## src/rtl/orb_serializer_if.sv

```systemverilog
// Read port between the serializer and the frame RAM.
//   RdAddr  master->slave  word address
//   RE      master->slave  1-cycle read strobe
//   rdData  slave->master  read data, valid a fixed latency after RE
interface orb_serializer_if #(
  parameter int unsigned DATA_W = 12,
  parameter int unsigned ADDR_W = 11
);
  logic [ADDR_W-1:0] RdAddr;
  logic              RE;
  logic [DATA_W-1:0] rdData;

  modport master (output RdAddr, output RE, input rdData);
  modport slave  (input RdAddr, input RE, output rdData);
endinterface

```

## src/rtl/orb_serializer.sv

```systemverilog
// Frame RAM reader: fetches words sequentially and shifts them out MSB-first
// with bit/word/frame strobes; toggles the buffer select SW on each frame wrap.
// Ports:
//   clk        system clock, posedge
//   rst        asynchronous reset, active-low
//   en         run enable level (synchronised internally)
//   ram        RAM read port (RdAddr, RE out; rdData in)
//   serOut     serial data, MSB first
//   bitStrb    pulse on the first clk of each bit period
//   wordStrb   pulse with the first bitStrb of each word
//   frameStrb  pulse in the cycle RdAddr wraps to 0
//   SW         buffer select, toggles at each wrap
module orb_serializer #(
  parameter int unsigned DATA_W  = 12,
  parameter int unsigned ADDR_W  = 11,
  parameter int unsigned BIT_DIV = 8,
  parameter int unsigned RD_LAT  = 2
) (
  input  logic                clk,
  input  logic                rst,
  input  logic                en,
  orb_serializer_if.master    ram,
  output logic                serOut,
  output logic                bitStrb,
  output logic                wordStrb,
  output logic                frameStrb,
  output logic                SW
);

  localparam int unsigned DIV_W = $clog2(BIT_DIV);
  localparam int unsigned BIT_W = $clog2(DATA_W);
  localparam int unsigned LAT_W = $clog2(RD_LAT + 1);

  typedef enum logic [1:0] {ST_IDLE, ST_FETCH, ST_WAIT, ST_SHIFT} state_t;

  state_t              state, state_d;
  logic                en_meta, en_s;
  logic [DIV_W-1:0]    div_q, div_d;
  logic [BIT_W-1:0]    bit_q, bit_d;
  logic [LAT_W-1:0]    lat_q, lat_d;
  logic [DATA_W-1:0]   shreg, shreg_d;
  logic [ADDR_W-1:0]   addr_q, addr_d;
  logic                sw_d, frame_d;

  assign ram.RdAddr = addr_q;

  // Two-flop synchroniser for the asynchronous run enable
  always_ff @(posedge clk or negedge rst) begin
    if (!rst) begin
      en_meta <= 1'b0;
      en_s    <= 1'b0;
    end else begin
      en_meta <= en;
      en_s    <= en_meta;
    end
  end

  // Next-state and datapath update
  always_comb begin
    state_d = state;
    div_d   = div_q;
    bit_d   = bit_q;
    lat_d   = lat_q;
    shreg_d = shreg;
    addr_d  = addr_q;
    sw_d    = SW;
    frame_d = 1'b0;
    case (state)
      ST_IDLE: begin
        if (en_s) state_d = ST_FETCH;
      end
      ST_FETCH: begin
        lat_d   = '0;
        state_d = ST_WAIT;
      end
      ST_WAIT: begin
        // Last wait cycle is exactly RD_LAT cycles after RE: data is valid now
        if (lat_q == LAT_W'(RD_LAT - 1)) begin
          shreg_d = ram.rdData;
          bit_d   = '0;
          div_d   = '0;
          state_d = ST_SHIFT;
        end else begin
          lat_d = lat_q + LAT_W'(1);
        end
      end
      ST_SHIFT: begin
        if (div_q == DIV_W'(BIT_DIV - 1)) begin
          div_d   = '0;
          shreg_d = {shreg[DATA_W-2:0], 1'b0};
          if (bit_q == BIT_W'(DATA_W - 1)) begin
            bit_d  = '0;
            addr_d = addr_q + ADDR_W'(1);
            if (addr_q == {ADDR_W{1'b1}}) begin
              sw_d    = ~SW;
              frame_d = 1'b1;
            end
            state_d = en_s ? ST_FETCH : ST_IDLE;
          end else begin
            bit_d = bit_q + BIT_W'(1);
          end
        end else begin
          div_d = div_q + DIV_W'(1);
        end
      end
      default: state_d = ST_IDLE;
    endcase
  end

  // State, datapath and registered outputs; outputs are decoded from the
  // next-state values so they line up with the state they describe
  always_ff @(posedge clk or negedge rst) begin
    if (!rst) begin
      state     <= ST_IDLE;
      div_q     <= '0;
      bit_q     <= '0;
      lat_q     <= '0;
      shreg     <= '0;
      addr_q    <= '0;
      ram.RE    <= 1'b0;
      serOut    <= 1'b0;
      bitStrb   <= 1'b0;
      wordStrb  <= 1'b0;
      frameStrb <= 1'b0;
      SW        <= 1'b0;
    end else begin
      state     <= state_d;
      div_q     <= div_d;
      bit_q     <= bit_d;
      lat_q     <= lat_d;
      shreg     <= shreg_d;
      addr_q    <= addr_d;
      ram.RE    <= (state_d == ST_FETCH);
      serOut    <= (state_d == ST_SHIFT) && shreg_d[DATA_W-1];
      bitStrb   <= (state_d == ST_SHIFT) && (div_d == '0);
      wordStrb  <= (state_d == ST_SHIFT) && (div_d == '0) && (bit_d == '0);
      frameStrb <= frame_d;
      SW        <= sw_d;
    end
  end

endmodule

```

## src/flat_wrapper.sv

```systemverilog
// flat-port wrapper written by rule: the top's interface ports become plain ports
module orb_serializer_flat 
#(
  parameter int unsigned DATA_W  = 12,
  parameter int unsigned ADDR_W  = 11,
  parameter int unsigned BIT_DIV = 8,
  parameter int unsigned RD_LAT  = 2
)
  (clk, rst, en, serOut, bitStrb, wordStrb, frameStrb, SW, ram_RdAddr, ram_RE, ram_rdData);
  orb_serializer_if #(.DATA_W(DATA_W), .ADDR_W(ADDR_W)) ram_i ();
  input  logic clk;
  input  logic rst;
  input  logic en;
  output logic serOut;
  output logic bitStrb;
  output logic wordStrb;
  output logic frameStrb;
  output logic SW;
  output wire logic [$bits(ram_i.RdAddr)-1:0] ram_RdAddr;
  output wire logic [$bits(ram_i.RE)-1:0] ram_RE;
  input wire logic [$bits(ram_i.rdData)-1:0] ram_rdData;
  assign ram_RdAddr = ram_i.RdAddr;
  assign ram_RE = ram_i.RE;
  assign ram_i.rdData = ram_rdData;
  orb_serializer #(.DATA_W(DATA_W), .ADDR_W(ADDR_W), .BIT_DIV(BIT_DIV), .RD_LAT(RD_LAT)) u_core (.clk(clk), .rst(rst), .en(en), .ram(ram_i), .serOut(serOut), .bitStrb(bitStrb), .wordStrb(wordStrb), .frameStrb(frameStrb), .SW(SW));
endmodule
```

## config.mk

```make
export PLATFORM = sky130hd
export DESIGN_NAME = orb_serializer_flat
export DESIGN_NICKNAME = d
export VERILOG_FILES = /design/src/rtl/orb_serializer_if.sv /design/src/rtl/orb_serializer.sv /design/src/flat_wrapper.sv
export SDC_FILE = /design/constraint.sdc
export NUM_CORES = 1
export LEC_CHECK = 0
export ABC_AREA = 1
export ABC_CLOCK_PERIOD_IN_PS = 1850
export CAP_MARGIN = 20
export CORE_ASPECT_RATIO = 1.75
export CORE_UTILIZATION = 48
export CTS_BUF_LIST = sky130_fd_sc_hd__clkbuf_4 sky130_fd_sc_hd__clkbuf_8 sky130_fd_sc_hd__clkbuf_16
export CTS_CLUSTER_SIZE = 12
export DETAILED_ROUTE_END_ITERATION = 8
export GPL_ROUTABILITY_DRIVEN = 0
export HOLD_SLACK_MARGIN = 0.02
export PLACE_DENSITY = 0.75
export SYNTH_ARGS = -nofsm -noshare
export SYNTH_HDL_FRONTEND = slang
export SYNTH_SLANG_ARGS = --single-unit
```

## constraint.sdc

```tcl
create_clock -name clk -period 1.85 [get_ports clk]
set_clock_uncertainty 0.2 [all_clocks]
set_input_delay 0.37 -clock clk [delete_from_list [all_inputs] [get_ports clk]]
set_output_delay 0.37 -clock clk [all_outputs]
set_load 0.02 [all_outputs]
```

Yosys cells after proc, flatten, opt, wreduce, memory -nomap -nowiden. Index checks and enable logic that the tools add are counted.

Bits in registers: 42. Output and inout port bits: 17. Word-level logic and storage cells: 66.

Add/sub/neg operators: 4. Eq/ne operators: 12. Multiplexer cells: 22. Bitwise gates (word level): 1. Reduce and logical (&&, ||, !) cells: 12.

Operators by type and width (count): $mux 12 (2); $pmux 12 s2 (1); $mux 4 (3); $add 11x1->11 const B (1); $eq 11x11->1 const B (1); $mux 2 (5); $pmux 2 s4 (1); $pmux 4 s2 (1); $eq 2x1->1 const B (3); $eq 2x2->1 const B (3); $mux 3 (2); $pmux 3 s2 (1); $reduce_and 3->1 (2); $mux 1 (5); $add 4x1->4 const B (1); $eq 4x4->1 const B (1); $logic_not 4->1 (1); $ne 2x1->1 const B (2); $pmux 2 s2 (1); $reduce_and 4->1 (1); $reduce_bool 2->1 (2); $add 3x1->3 const B (1); $eq 3x3->1 const B (1); $logic_and 1x1->1 (3); 6 further kinds (6).

Longest topological paths before layout. Gate-level depths: netlist of the first run.

Depth in word-level cells: 7. Gate-level depth with buffers: 10.

Worst setup path before layout of the first run. OpenSTA, ideal clock, no wires.

Path type: register -> register. From: register u_core.div_q[0]. To: register u_core.addr_q[10] (netlist: u_core.ram.RdAddr[10]). Setup time: 0.119 ns. Arrival: 1.412 ns. Required time: 1.531 ns. Slack: 0.119 ns. Stages on the path, launching flop included: 11. Buffers on the path: 0. Cell sequence: dfrtp_1 > ha_1 > ha_1 > inv_1 > nor2_8 > inv_4 > nor2_8 > nand2_4 > nor2_4 > xnor2_1 > inv_1.

Cells in the longest elaborated chain, start to end: 2.

Ends and longest elaborated chain: start, declared (line orb_serializer.sv:38) `logic [DIV_W-1:0] div_q, div_d;`; start signal, assigned (line orb_serializer.sv:128) `div_q <= div_d;`; $eq 3x3->1 (line orb_serializer.sv:88) `if (div_q == DIV_W'(BIT_DIV - 1)) begin`; $reduce_and 3->1 (no line); end signal, assigned (line orb_serializer.sv:132) `addr_q <= addr_d;`; end, declared (line orb_serializer.sv:42) `logic [ADDR_W-1:0] addr_q, addr_d;`.

Every way passes these cells. A chain may end at the register's enable or synchronous reset.

Worst setup path in the final report of the first run.
From: register u_core.div_q[1]. To: register u_core.wordStrb.

Cells in the longest elaborated chain, start to end: 6. Elaborated cells between the ends (all ways): 14. Classes of those cells: add/sub (1); eq/ne (2); mux (7); reduce/logical (4).

Ends and longest elaborated chain: $add 3x1->3 / $eq 3x3->1 (equally long branches) (line orb_serializer.sv:103, orb_serializer.sv:88); $mux 3 / $mux 2 (equally long branches) (line orb_serializer.sv:88); $pmux 3 s2 / $pmux 2 s4 (equally long branches) (line orb_serializer.sv:68) `case (state)`; $logic_not 3->1 / $eq 2x2->1 (equally long branches) (line orb_serializer.sv:136) `wordStrb <= (state_d == ST_SHIFT) && (div_d == '0) && (bit_d == '0);`; $logic_and 1x1->1 (line orb_serializer.sv:136); $logic_and 1x1->1 (*) (line orb_serializer.sv:136); end signal, assigned (line orb_serializer.sv:136); end, declared (line orb_serializer.sv:25) `output logic wordStrb,`.

Every way passes the cells marked *; elsewhere a longest branch is shown, timed or not.

==> key figures, run 1 <==
STA
  – Fin. max-slew vios: 0
  – Slew Limit Headroom: 0.7265
  – Slew @ Worst Pin: 410.3 ps
  – RSZ-0062 raised after global routing: yes
  – Fin Setup TNS: 0 ps
  – Worst-case hold slack: 154.4 ps
  – Period utilisation layout: 0.9776
  – Minimum clock period: roughly 1800 ps
  – Fmax: 552.9 MHz
  – Final setup viols: 0
  – Final Hold Viols: 0

Synth
  – Sequential fraction of the synthesis area: 0.5128
  – Total nets after synthesis: 250
  – Share of synthesized flip-flops with an asynchronous set or reset: 1.000
  – Register bit total from synthesis: 42
  – Main flop type after synthesis: dfrtp_1
  – Yosys cell types: 26
  – Cell area after synthesis: between 2000 and 2500 um2
  – Yosys warning count: 0
  – Avg Inst Size Synth: 8.950 um2
  – Mapped Cells: about 230
  – EDFF count, synth: 0

GRT
  – Global-route wire length before repair: a little over 7000 um
  – Largest net degree at the start of global routing: 27
  – Top Usage Layer GRT: met2
  – Met3 Use GR: 0.05155
  – Initial antenna violation count: 0
  – Total congestion overflow: 0
  – Vias in the first global route: 1697
  – GRT Overall Usage: 0.2164
  – Met2 usage: 0.4061
  – Met1 GRT Util: 0.2148

Floorplan
  – DIE AREA: 4545 um2
  – IO Pins: 32
  – Core area: 4111 um2
  – Num rows: 31
  – Die Span Y: just under 90 um
  – Die width: 51.40 um
  – Initial Utilization: 0.4985

Placed design
  – IO buf count: 31
  – DPL Wire Length: between 3000 and 4000 um

Layout
  – Diodes inserted: 0
  – Layout Nets: 305
  – Synth-to-layout area growth: 32.30%
  – Share of cells above drive strength 1: 0.1549

Worst setup path
  – Most used cell, CP: nor2_1
  – Startpoint types: register
  – Worst path max stage delay: 400 ps
  – Crit-path cells: ha_4, ha_4, nand4_1, nand2_1, nor2_1, nor2_1, nand3_1, nor2_1
  – Required @ worst endpoint: 1880 ps
  – Critical Path Fanout Max: 6
  – Worst Setup End Kind: register
  – R2r setup slk: roughly 41 ps
  – CP max-delay cell: dfrtp_1
  – Crit path kind: reg2reg
  – Worst EP arrival: 1840 ps

Clocking
  – Reg clk slew, reported paths: 80 ps
  – CTS Buf Count: 5
  – H-tree depth: 2
  – CTS tree: done
  – CTS max path bufs: 2
  – Clk Latency, worst-skew pair: between 200 and 300 ps
  – Clk sink count: 42
  – Clock root cell: clkbuf_8

Drt
  – WL/cell: 12.85 um
  – Initial DRC Count: 29
  – Via count: 1695
  – DR pass1 iterations: 4
  – Via density: 5.090
  – Post-Route WL: 4278 um
  – DRC viols: 0
  – Post-route ant nets: 0

Power and ir drop
  – Net Sw Frac: 0.3579
  – Cell Pwr Density: about 1100 nW/um2
  – Pint: 1.843 mW
  – Psw: 1.027 mW
  – Clock share of power: 0.199
  – Reg power frac: 0.444
  – P_leak: 1.514 nW
  – Peak supply drop: 0.0006037 V
  – Logic pwr share: 0.357

Min path
  – Tightest Hold Check Type: reg2reg

Job
  – Max Cap Viol: 0

Run status
  – Outcome: completed
through the flow:
stage	setup WS [ps]	total power [mW]	cell area, um2	utilization	cells
6_report	41.37	2.870	2711	0.6595	333
5_1_grt	-70.15	3.122	2711	0.6595	333
4_1_cts	6.509	2.794	2610	0.6348	327
3_5_place_dp	-19.90	2.213	2516	0.6120	318
3_3_place_gp	37.56	2.176	2516	0.6120	318
2_1_floorplan	119.0	1.884	2049	-	229
layout by cell type (no fill, tap or decap), types with 6 or more instances in the layout:
| cell | Yosys | final |
|---|---|---|
| nand2_1 | 64 | 63 |
| clkdlybuf4s50_1 | 0 | 16 |
| inv_1 | 29 | 27 |
| buf_4 | 0 | 16 |
| nor2_1 | 20 | 18 |
| dlygate4sd2_1 | 0 | 8 |
| o21ai_0 | 15 | 13 |
| a22oi_1 | 10 | 10 |
| dlymetal6s2s_1 | 0 | 6 |
| dfrtp_1 | 42 | 42 |
| nand3_1 | 8 | 8 |
logic make-up after synthesis:
kind of cell             synth area share
AO/OA/AOI/OAI                     0.09829
XOR/XNOR                          0.03846
adder cells (fa/ha/maj)           0.03663
buffers and inverters             0.06349
flip-flops                         0.5128
AND/OR/NAND/NOR                    0.2503
power by group through the flow:
stage          registers (mW)  clock network [mW]  logic, mW
6_report                 1.27               0.572       1.02
5_1_grt                  1.30               0.625       1.19
4_1_cts                  1.26               0.592      0.943
3_5_place_dp             1.28                   0      0.935
3_3_place_gp             1.27                   0      0.909
2_1_floorplan            1.27                   0      0.619
per-layer routing:
metal	share of wire	vias to the layer above
met5	0	-
met1	0.39	799
li1	-	843
met4	0.027	0
met3	0.044	11
met2	0.54	42
synthesized netlist by cell type (2+ instances only):
cell type / instances / area, um2
dfrtp_1: 42 / 1051
a22oi_1: 10 / 75.07
o21bai_1: 2 / 15.01
a21oi_1: 2 / 10.01
o21ai_0: 15 / 75.07
nor2_1: 20 / 75.07
o21ai_1: 2 / 10.01
xnor2_1: 6 / 52.55
xor2_1: 3 / 26.28
buf_2: 3 / 15.01
ha_1: 6 / 75.07
inv_1: 29 / 108.9
nand2_4: 2 / 22.52
nand2_1: 64 / 240.2
nand4_1: 4 / 25.02
nand3_1: 8 / 40.04
nor2_8: 2 / 40.04
critical path, delay by kind of cell (launching register included):
family	cells	cell delay, ps
AND/OR/NAND/NOR	6	840
flip-flops	1	400
adder cells (fa/ha/maj)	2	310
final timing paths:
path	cells after the start	endpoint	from
min	0	u_core.en_s	u_core.en_meta
max in group asynchronous	3	u_core.bitStrb	rst
min reg2reg	0	u_core.en_s	u_core.en_meta
min in group asynchronous	2	u_core.div_q[2]	rst
max reg2reg	8	u_core.wordStrb	u_core.div_q[1]
max	8	u_core.wordStrb	u_core.div_q[1]
what timing repair did:
action / 4_1_cts / 5_1_grt
endpoints found under the hold margin: 16 / 0
hold buffers: 1 / 0
setup endpoints to repair: 12 / 29
gates cloned: 0 / 0
pin swaps: 1 / 7
setup buffers: 1 / 6
resized for setup: 9 / 18
flip-flops by register name, summed over array words and instances, names as in the netlist:
register,cells
u_core.frameStrb,1
u_core.en_s,1
u_core.lat_q,2
u_core.shreg,12
u_core.ram.RE,1
u_core.serOut,1
u_core.bit_q,4
u_core.SW,1
u_core.state,2
u_core.en_meta,1
u_core.bitStrb,1
u_core.wordStrb,1
u_core.div_q,3
u_core.ram.RdAddr,11
final cells by class:
type                            instances  area, um2
Clock buffer                            6      76.32
Sequential cell                        42       1051
Inverter                               30      115.1
Timing Repair Buffer                   51      491.7
Tap cell                               49      61.31
Multi-Input combinational cell        154      908.4
Fill cell                             354       1400
Clock inverter                          1      7.507
(Power assumes the default switching activity.)
==> run 2: changes to the inputs <==
CORE_ASPECT_RATIO = unset   (was 1.75)
CORE_MARGIN = 1   (was unset)
TNS_END_PERCENT = 50   (was unset)
==> run 2 against run 1 <==
Non-clock buffer count decreased by 4. Clock power increased by 56%. Utilization is 1.2 points higher. Combinational power barely moved. First-iteration DRC count rose to 3.3 times the previous value. Die area down 0.22%.
==> key figures, run 2 (synthesis gave the netlist of run 1 again) <==
Run status
  – Outcome: completed

Layout
  – Fillers: 320
  – Commonest non-fill, non-tap cell in the layout: nand2_1
  – Synth-to-layout area growth: 32.97%
  – Most frequent cells in the layout: 64 x nand2_1, 42 x dfrtp_1, 28 x inv_1
  – Final cell count without fillers: 331
  – Share of cells above drive strength 1: 0.1388
  – Reg with most FFs: u_core.shreg
  – Diodes inserted: 0
  – Seq. cell area: 1051 um2
  – Layout Nets: 301
  – Multi-input gate area: between 900 and 1000 um2
  – Largest register FFs: 12

GRT
  – Total congestion overflow: 0
  – Largest net degree at the start of global routing: 28
  – Vias in the first global route: 1657
  – Global-route wire length before repair: between 7000 and 8000 um
  – GRT Overall Usage: 0.2235
  – Initial antenna violation count: 0

STA
  – Fmax: 558.5 MHz
  – RSZ-0062 raised after global routing: yes
  – Slew @ Worst Pin: between 300 and 400 ps
  – Final Hold Viols: 0
  – Period utilisation layout: 0.9679
  – Worst-case hold slack: 161.2 ps
  – Final setup viols: 0
  – Minimum clock period: approximately 1800 ps
  – Slew Limit Headroom: 0.7485
  – Fin. max-slew vios: 0
  – Fin Setup TNS: 0 ps

Worst setup path
  – CP delay by family, top: buffers and inverters
  – Startpoint types: register
  – Crit-path cells: clkdlybuf4s50_1
  – CP max-delay cell: clkdlybuf4s50_1
  – Buf/Inv on CP: 1
  – Worst EP arrival: 1220 ps
  – Critical Path Fanout Max: 1
  – Worst Setup End Kind: output port
  – Crit path kind: reg2out
  – Reg-to-reg startpoint: u_core.div_q[1]
  – Required @ worst endpoint: 1280 ps
  – Worst path max stage delay: 600 ps
  – Critical Path Start: u_core.frameStrb

Power and ir drop
  – P_leak: about 1.5 nW
  – Peak supply drop: 0.0006816 V
  – Cell Pwr Density: 1175 nW/um2

Clocking
  – Reg clk slew, reported paths: 70 ps
  – CTS Buf Count: 5
  – Clk Latency, worst-skew pair: approximately 300 ps
  – Clk sink count: 42
  – CTS max path bufs: 2
  – Clock root cell: clkbuf_8
  – H-tree depth: 2
  – CTS tree: done

Placed design
  – DPL Wire Length: 3009 um
  – Placed Cells: 318
  – IO buf count: 31

Floorplan
  – Die width: between 60 and 70 um
  – IO Pins: 32
  – DIE AREA: about 4500 um2
  – Die Span Y: 67.35 um
  – Initial Utilization: 0.5051
  – Num rows: 23
  – Core area: 4058 um2

Drt
  – Post-route ant nets: 0
  – Detail Route met3 WL: approximately 140 um
  – Post-Route WL: 4384 um
  – DRC viols: 0
  – Via count: roughly 1700
  – DR pass1 iterations: 4
  – Met2 wire len: around 2200 um
  – Met1 WL: between 1500 and 2000 um
  – WL/cell: 13.24 um
  – Via density: 5.048
  – Top Metal Used: met4
  – Initial DRC Count: 97

Job
  – Max Cap Viol: 0

Min path
  – Min-delay src: u_core.en_meta
  – Tightest Hold Check Type: reg2reg
run 2: cell types whose count changed in the layout (fill, tap and decap cells not counted), sizes merged:
| cell | delta |
|---|---|
| dlymetal6s2s | -3 |
| dlygate4sd2 | +1 |
| buf | -4 |
| bufinv | +2 |
| clkinvlp | -1 |
| clkdlybuf4s50 | +2 |
run 2: layout make-up:
class | instances | share of cell area
sequential | 42 | 0.3857
multi-input combinational | 154 | 0.3320
timing repair buffer | 47 | 0.1648
inverter | 30 | 0.04224
clock buffer | 6 | 0.03030
tap | 50 | 0.02296
clock inverter | 2 | 0.02204
run 2: repair_timing:
| action | 4_1_cts | 5_1_grt |
|---|---|---|
| pin swaps | 3 | 6 |
| hold buffers | 1 | 0 |
| hold endpoints to repair | 15 | 0 |
| resized for setup | 10 | 12 |
| endpoints found under the setup margin | 14 | 27 |
| setup buffers | 2 | 2 |
run 2: worst paths after layout:
kind / endpoint / slack [ps] / cells past startpoint
max in group asynchronous: u_core.ram.RdAddr[7] / 670 / 3
min in group asynchronous: u_core.state[1] / 310 / 2
min: u_core.en_s / 160 / 0
min reg2reg: u_core.en_s / 160 / 0
max reg2reg: u_core.ram.RdAddr[10] / 70 / 10
max: frameStrb / 60 / 1
run 2: stage by stage:
step | cell area, um2 | total power [mW] | setup slack [ps] | util
floorplan | 2049 | 1.884 | 119.0 | -
global placement | 2510 | 2.174 | 42.72 | 0.6186
detailed placement | 2510 | 2.210 | -17.43 | 0.6186
CTS | 2669 | 3.128 | -4.375 | 0.6577
global route | 2725 | 3.425 | -34.90 | 0.6716
finish | 2725 | 3.201 | 59.37 | 0.6716
run 2: per-layer routing:
| metal | track usage | vias to the layer above |
|---|---|---|
| met3 | 0.04392 | 6 |
| li1 | - | 835 |
| met5 | 0 | - |
| met2 | 0.3588 | 36 |
| met1 | 0.2868 | 794 |
| met4 | 0.1117 | 0 |
run 2: power breakdown:
group / internal, mW / leakage [nW] / switching [mW]
registers: 1.13 / 0.555 / 0.156
logic: 0.446 / 0.850 / 0.580
clock network: 0.576 / 0.0714 / 0.314
total: 2.15 / 1.48 / 1.05
==> run 3: changes to the inputs <==
GPL_ROUTABILITY_DRIVEN = unset   (was 0)
==> results of run 3 <==
Final layout, timing and power as in run 2 (identical DEF).
==> variant 1 (flow settings as in run 3) <==
Take the reset off `addr_q` and load it in a clocked block of its own.
--- a/src/rtl/orb_serializer.sv
+++ b/src/rtl/orb_serializer.sv
@@ -116,7 +116,6 @@
       bit_q     <= '0;
       lat_q     <= '0;
       shreg     <= '0;
-      addr_q    <= '0;
       ram.RE    <= 1'b0;
       serOut    <= 1'b0;
       bitStrb   <= 1'b0;
@@ -129,7 +128,6 @@
       bit_q     <= bit_d;
       lat_q     <= lat_d;
       shreg     <= shreg_d;
-      addr_q    <= addr_d;
       ram.RE    <= (state_d == ST_FETCH);
       serOut    <= (state_d == ST_SHIFT) && shreg_d[DATA_W-1];
       bitStrb   <= (state_d == ST_SHIFT) && (div_d == '0);
@@ -139,5 +137,9 @@
     end
   end
 
+  always_ff @(posedge clk) begin
+    addr_q <= addr_d;
+  end
+
 endmodule
 
Function: same outputs for any inputs over 10 cycles, from zero or initial values and one cycle with rst low; that may be too few to reach the edited logic, so the function may still have changed.
==> variant 1 against run 3 <==
Critical path type unchanged. Worst setup slack got worse by 0.0015 ns. Cell count down 7.6%. Routed wire length fell by 18%. Clock power is 31% lower. Power shrank 4.8%. Design area shrank 7.5%. Sequential cell count unchanged. Synthesized area is 3.5% lower.
==> variant 1: results (changes against run 3) <==
* Maximum vdd ir drop at 820 uV (+20%)
* Detailed Route Iter0 Violations at 89 (-8.2%)
* Worst r2r src: u_core.div_q[0]$_DFF_PN0_
* Reg2reg end: u_core.wordStrb$_DFF_PN0_
* Hold_ws at 0.157 ns (-0.00446 ns)
* Routability cong. at 0.798 (-2.6%)
* Total number of vias at 1,486 (-11%)
* R2R setup slack at 0.15 ns (+0.08 ns)
* Global Route met3 Usage at 6.38% (+2.0 points)
* Sequential share of cell area at 43.9% (+5.3 points)
* Worst setup path endpoint: serOut
* Synth Cell Area at 1980 sq um (-3.5%)
* Post-DP HPWL at 2550 um (-15%)
* Post-synth ARST share at 73.8% (-26 points)
* Critical Path Source: u_core.serOut$_DFF_PN0_
* Number of synthesized flops with an enable pin at 11 (+11)
* GR Layer Usage met2 at 29.5% (-6.4 points)
* Multi-In Gates at 134 (-13%)
* Layout cells sized above 1 at 12.4% (-1.5 points)
* WL met1 at 1750 um (-12%)
* Compound-gate portion of the synthesized area at 9.68% (-0.15 points)
* Post-Place Setup Slack at -0.0125 ns (+0.00493 ns)
* Clock-cell share of area at 3.77% (-1.5 points)
* Signal buffers share of area at 15.0% (-1.5 points)
* Cells after DPL at 297 (-6.6%)
* Nets at 278 (-7.6%)
* Buffers excl. clock at 41 (-13%)
* Nonclk inv count at 33 (+10%)
* Routed wl met3 at 151 um (+4.9%)
* Placed instance area at 2380 sq um (-5.0%)
* Layout clock buffers at 7 (+1)
* Outcome: complete, no violations
* Routed met2 length at 1630 um (-25%)
* Multi-input gate area at 753 sq um (-17%)
* First-pass GRT wire length at 6040 um (-18%)
* Leakage at 1.18 nW (-20%)
* Power per cell area at 1210 nW/um^2 (+3.0%)
* Fillers at 316 (-1.3%)
* Largest net degree at the start of global routing at 32 (+14%)
* Total track usage at 18.9% (-3.5 points)
* Met1 GRT Util at 24.2% (-4.5 points)
* Adder-Cell Fraction of Synth Area at 3.80% (+0.13 points)
-- variant 1: cell count changes after synthesis, moves of 3 or more --
cell and change:
nand2_1 -13, dfrtp_1 -11, edfxtp_1 +11, a22oi_1 -9, a32oi_1 +7, o21ai_0 -5, nand3_1 +4, nand4_1 -3
xor2_1 +3
-- variant 1: timing repair --
action | CTS | global route
endpoints found under the setup margin | 13 | 17
gates resized for setup | 11 | 12
gates cloned | 0 | 0
endpoints found under the hold margin | 0 | 0
setup buffers | 0 | 1
pin swaps | 1 | 2
-- variant 1: worst register-to-register path, cell delays in order, from the launching register on --
cell and delay [ns]:
dfrtp_1 0.39, ha_2 0.21, ha_4 0.17, buf_4 0.14, nor2_1 0.09, nor2_1 0.05, nand3_1 0.07, nand2_1 0.06
nor2_1 0.08, nand3_1 0.08, nor2_1 0.09
-- variant 1: where the power goes --
group          internal [mW]  total, mW  switching, mW
clock network          0.315      0.610          0.295
registers               1.18       1.33          0.151
logic                  0.438       1.10          0.666
==> variant 2 (settings of run 3) <==
Without the edit above. `DATA_W` is set to 12 in 3 places; all go to 18.
--- a/src/rtl/orb_serializer_if.sv
+++ b/src/rtl/orb_serializer_if.sv
@@ -3,7 +3,7 @@
 //   RE      master->slave  1-cycle read strobe
 //   rdData  slave->master  read data, valid a fixed latency after RE
 interface orb_serializer_if #(
-  parameter int unsigned DATA_W = 12,
+  parameter int unsigned DATA_W = 18,
   parameter int unsigned ADDR_W = 11
 );
   logic [ADDR_W-1:0] RdAddr;
--- a/src/rtl/orb_serializer.sv
+++ b/src/rtl/orb_serializer.sv
@@ -11,7 +11,7 @@
 //   frameStrb  pulse in the cycle RdAddr wraps to 0
 //   SW         buffer select, toggles at each wrap
 module orb_serializer #(
-  parameter int unsigned DATA_W  = 12,
+  parameter int unsigned DATA_W  = 18,
   parameter int unsigned ADDR_W  = 11,
   parameter int unsigned BIT_DIV = 8,
   parameter int unsigned RD_LAT  = 2
--- a/src/flat_wrapper.sv
+++ b/src/flat_wrapper.sv
@@ -1,7 +1,7 @@
 // flat-port wrapper written by rule: the top's interface ports become plain ports
 module orb_serializer_flat 
 #(
-  parameter int unsigned DATA_W  = 12,
+  parameter int unsigned DATA_W  = 18,
   parameter int unsigned ADDR_W  = 11,
   parameter int unsigned BIT_DIV = 8,
   parameter int unsigned RD_LAT  = 2
Ports: changed (resized ram_rdData); port bits go from 32 to 38. No check against the original RTL was run, so the function may have changed too.
==> variant 2 against run 3 <==
Worst setup slack got worse by 0.049 ns. Sequential cell count grew 7. Largest cell class unchanged. Design area is 13% higher. Sequential share of layout area is 1.3 points higher. Power grew 9.4%. Global-route usage down 2.5 points. Synthesized area up 15%. Routed wire length rose by 7.6%.
==> variant 2: results (changes against run 3) <==
* Via count of the first global-routing pass at 1,811 (+9.3%)
* Compound-gate portion of the synthesized area at 8.23% (-1.6 points)
* Top cells by area, synth: dfrtp_1, nand2_1, a22oi_1
* Syn_nets at 289 (+16%)
* Total track usage at 19.9% (-2.5 points)
* XOR/XNOR share of the synthesized area at 5.10% (+1.2 points)
* Crit path arrival time at 1.83 ns (+0.61 ns)
* Largest fanout on the critical path at 6 (+5)
* Port bufs at 37 (+19%)
* Layout cells sized above 1 at 16.8% (+2.9 points)
* Leakage at 1.63 nW (+10%)
* Post-synth top cells: nand2_1, dfrtp_1, inv_1, nor2_1, a22oi_1
* Largest net degree at the start of global routing at 50 (+79%)
* Routability cong. at 0.891 (+8.8%)
* Critical Path Source: u_core.div_q[1]$_DFF_PN0_
* Final wirelength at 4720 um (+7.6%)
* R2R setup slack at 0.01 ns (-0.06 ns)
* Number of flip-flops in the largest register at 18 (+6)
* Clock transition at the registers of the reported paths at 0.09 ns (+0.02 ns)
* Maximum vdd ir drop at 612 uV (-10%)
* Sequential element share of the synthesized area at 52.0% (+0.73 points)
* Nets at 347 (+15%)
* Reg2reg end: u_core.ram.RdAddr[5]$_DFFE_PN0P_
* Adder-Cell Fraction of Synth Area at 3.18% (-0.48 points)
* Vias per inst at 4.85 (-4.0%)
* Placed instance area at 2900 sq um (+16%)
* Outcome: complete, no violations
* First-pass GRT wire length at 8060 um (+9.4%)
==> variant 2: area by class of cell <==
type	count	area (sq um)
clock buffer	6	76.3
clock inverter	2	13.8
fill	390	1650
inverter	33	129
multi-input combinational	176	1010
sequential	49	1230
tap	67	83.8
timing repair buffer	55	537
==> variant 2: cell families after synthesis <==
group | count (synthesis)
and+or+nand+nor | 128
DFF | 49
adders and majority gates | 6
xor gates and xnor gates | 12
AOI/OAI and AO/OA | 30
buffers and inverters | 37
==> variant 2: per-stage QoR <==
step                      cells  hold slack [ns]  setup TNS [ns]  setup slack (ns)
final                       388            0.157               0            0.0106
after global routing        388            0.164          -0.571           -0.0983
after CTS                   383            0.158               0           0.00303
after detailed placement    374            0.136               0           0.00134
after global placement      374            0.151               0            0.0605
after floorplan             262           -0.126               0            0.0631
==> variant 2: layer usage <==
metal	vias up	GRT usage [%]	part of all wire (%)
li1	950	-	-
met1	891	26.9	48
met2	35	32.4	49
met3	4	4.17	2.7
met4	0	5.88	0.72
met5	-	0	0
==> variant 2: critical path, cell delays in order (launching register included) <==
cell and delay, ns:
dfrtp_1 0.37, ha_2 0.20, ha_4 0.16, inv_4 0.04, nor2_4 0.09, nand3_4 0.10, nor2_4 0.22, inv_4 0.07
nor2_4 0.10, nand2_2 0.07, xnor2_2 0.12
==> variant 2: worst max-delay path by stage <==
| stage | end | slack (ns) |
|---|---|---|
| after floorplan | u_core.ram.RdAddr[6]$_DFFE_PN0P_ | 0.06 |
| after global placement | u_core.wordStrb$_DFF_PN0_ | 0.06 |
| after detailed placement | u_core.ram.RdAddr[2]$_DFFE_PN0P_ | 0.001 |
| after CTS | u_core.ram.RdAddr[2]$_DFFE_PN0P_ | 0.003 |
| after global routing | u_core.ram.RdAddr[5]$_DFFE_PN0P_ | -0.1 |
| final | u_core.ram.RdAddr[5]$_DFFE_PN0P_ | 0.01 |
==> variant 2: power by group through the flow <==
stage / Combinational (mW) / Sequential [mW] / Clock (mW)
finish: 1.31 / 1.56 / 0.640
global route: 1.49 / 1.59 / 0.695
CTS: 1.28 / 1.55 / 0.666
detailed placement: 1.27 / 1.56 / 0
global placement: 1.22 / 1.55 / 0
floorplan: 0.782 / 1.55 / 0
==> variant 2: repair_timing <==
| action | CTS | global route |
|---|---|---|
| endpoints found under the hold margin | 49 | 0 |
| gates resized for setup | 12 | 16 |
| buffers inserted | 0 | 5 |
| endpoints found under the setup margin | 14 | 25 |
| pin swaps | 0 | 6 |
| hold buffers | 1 | 0 |
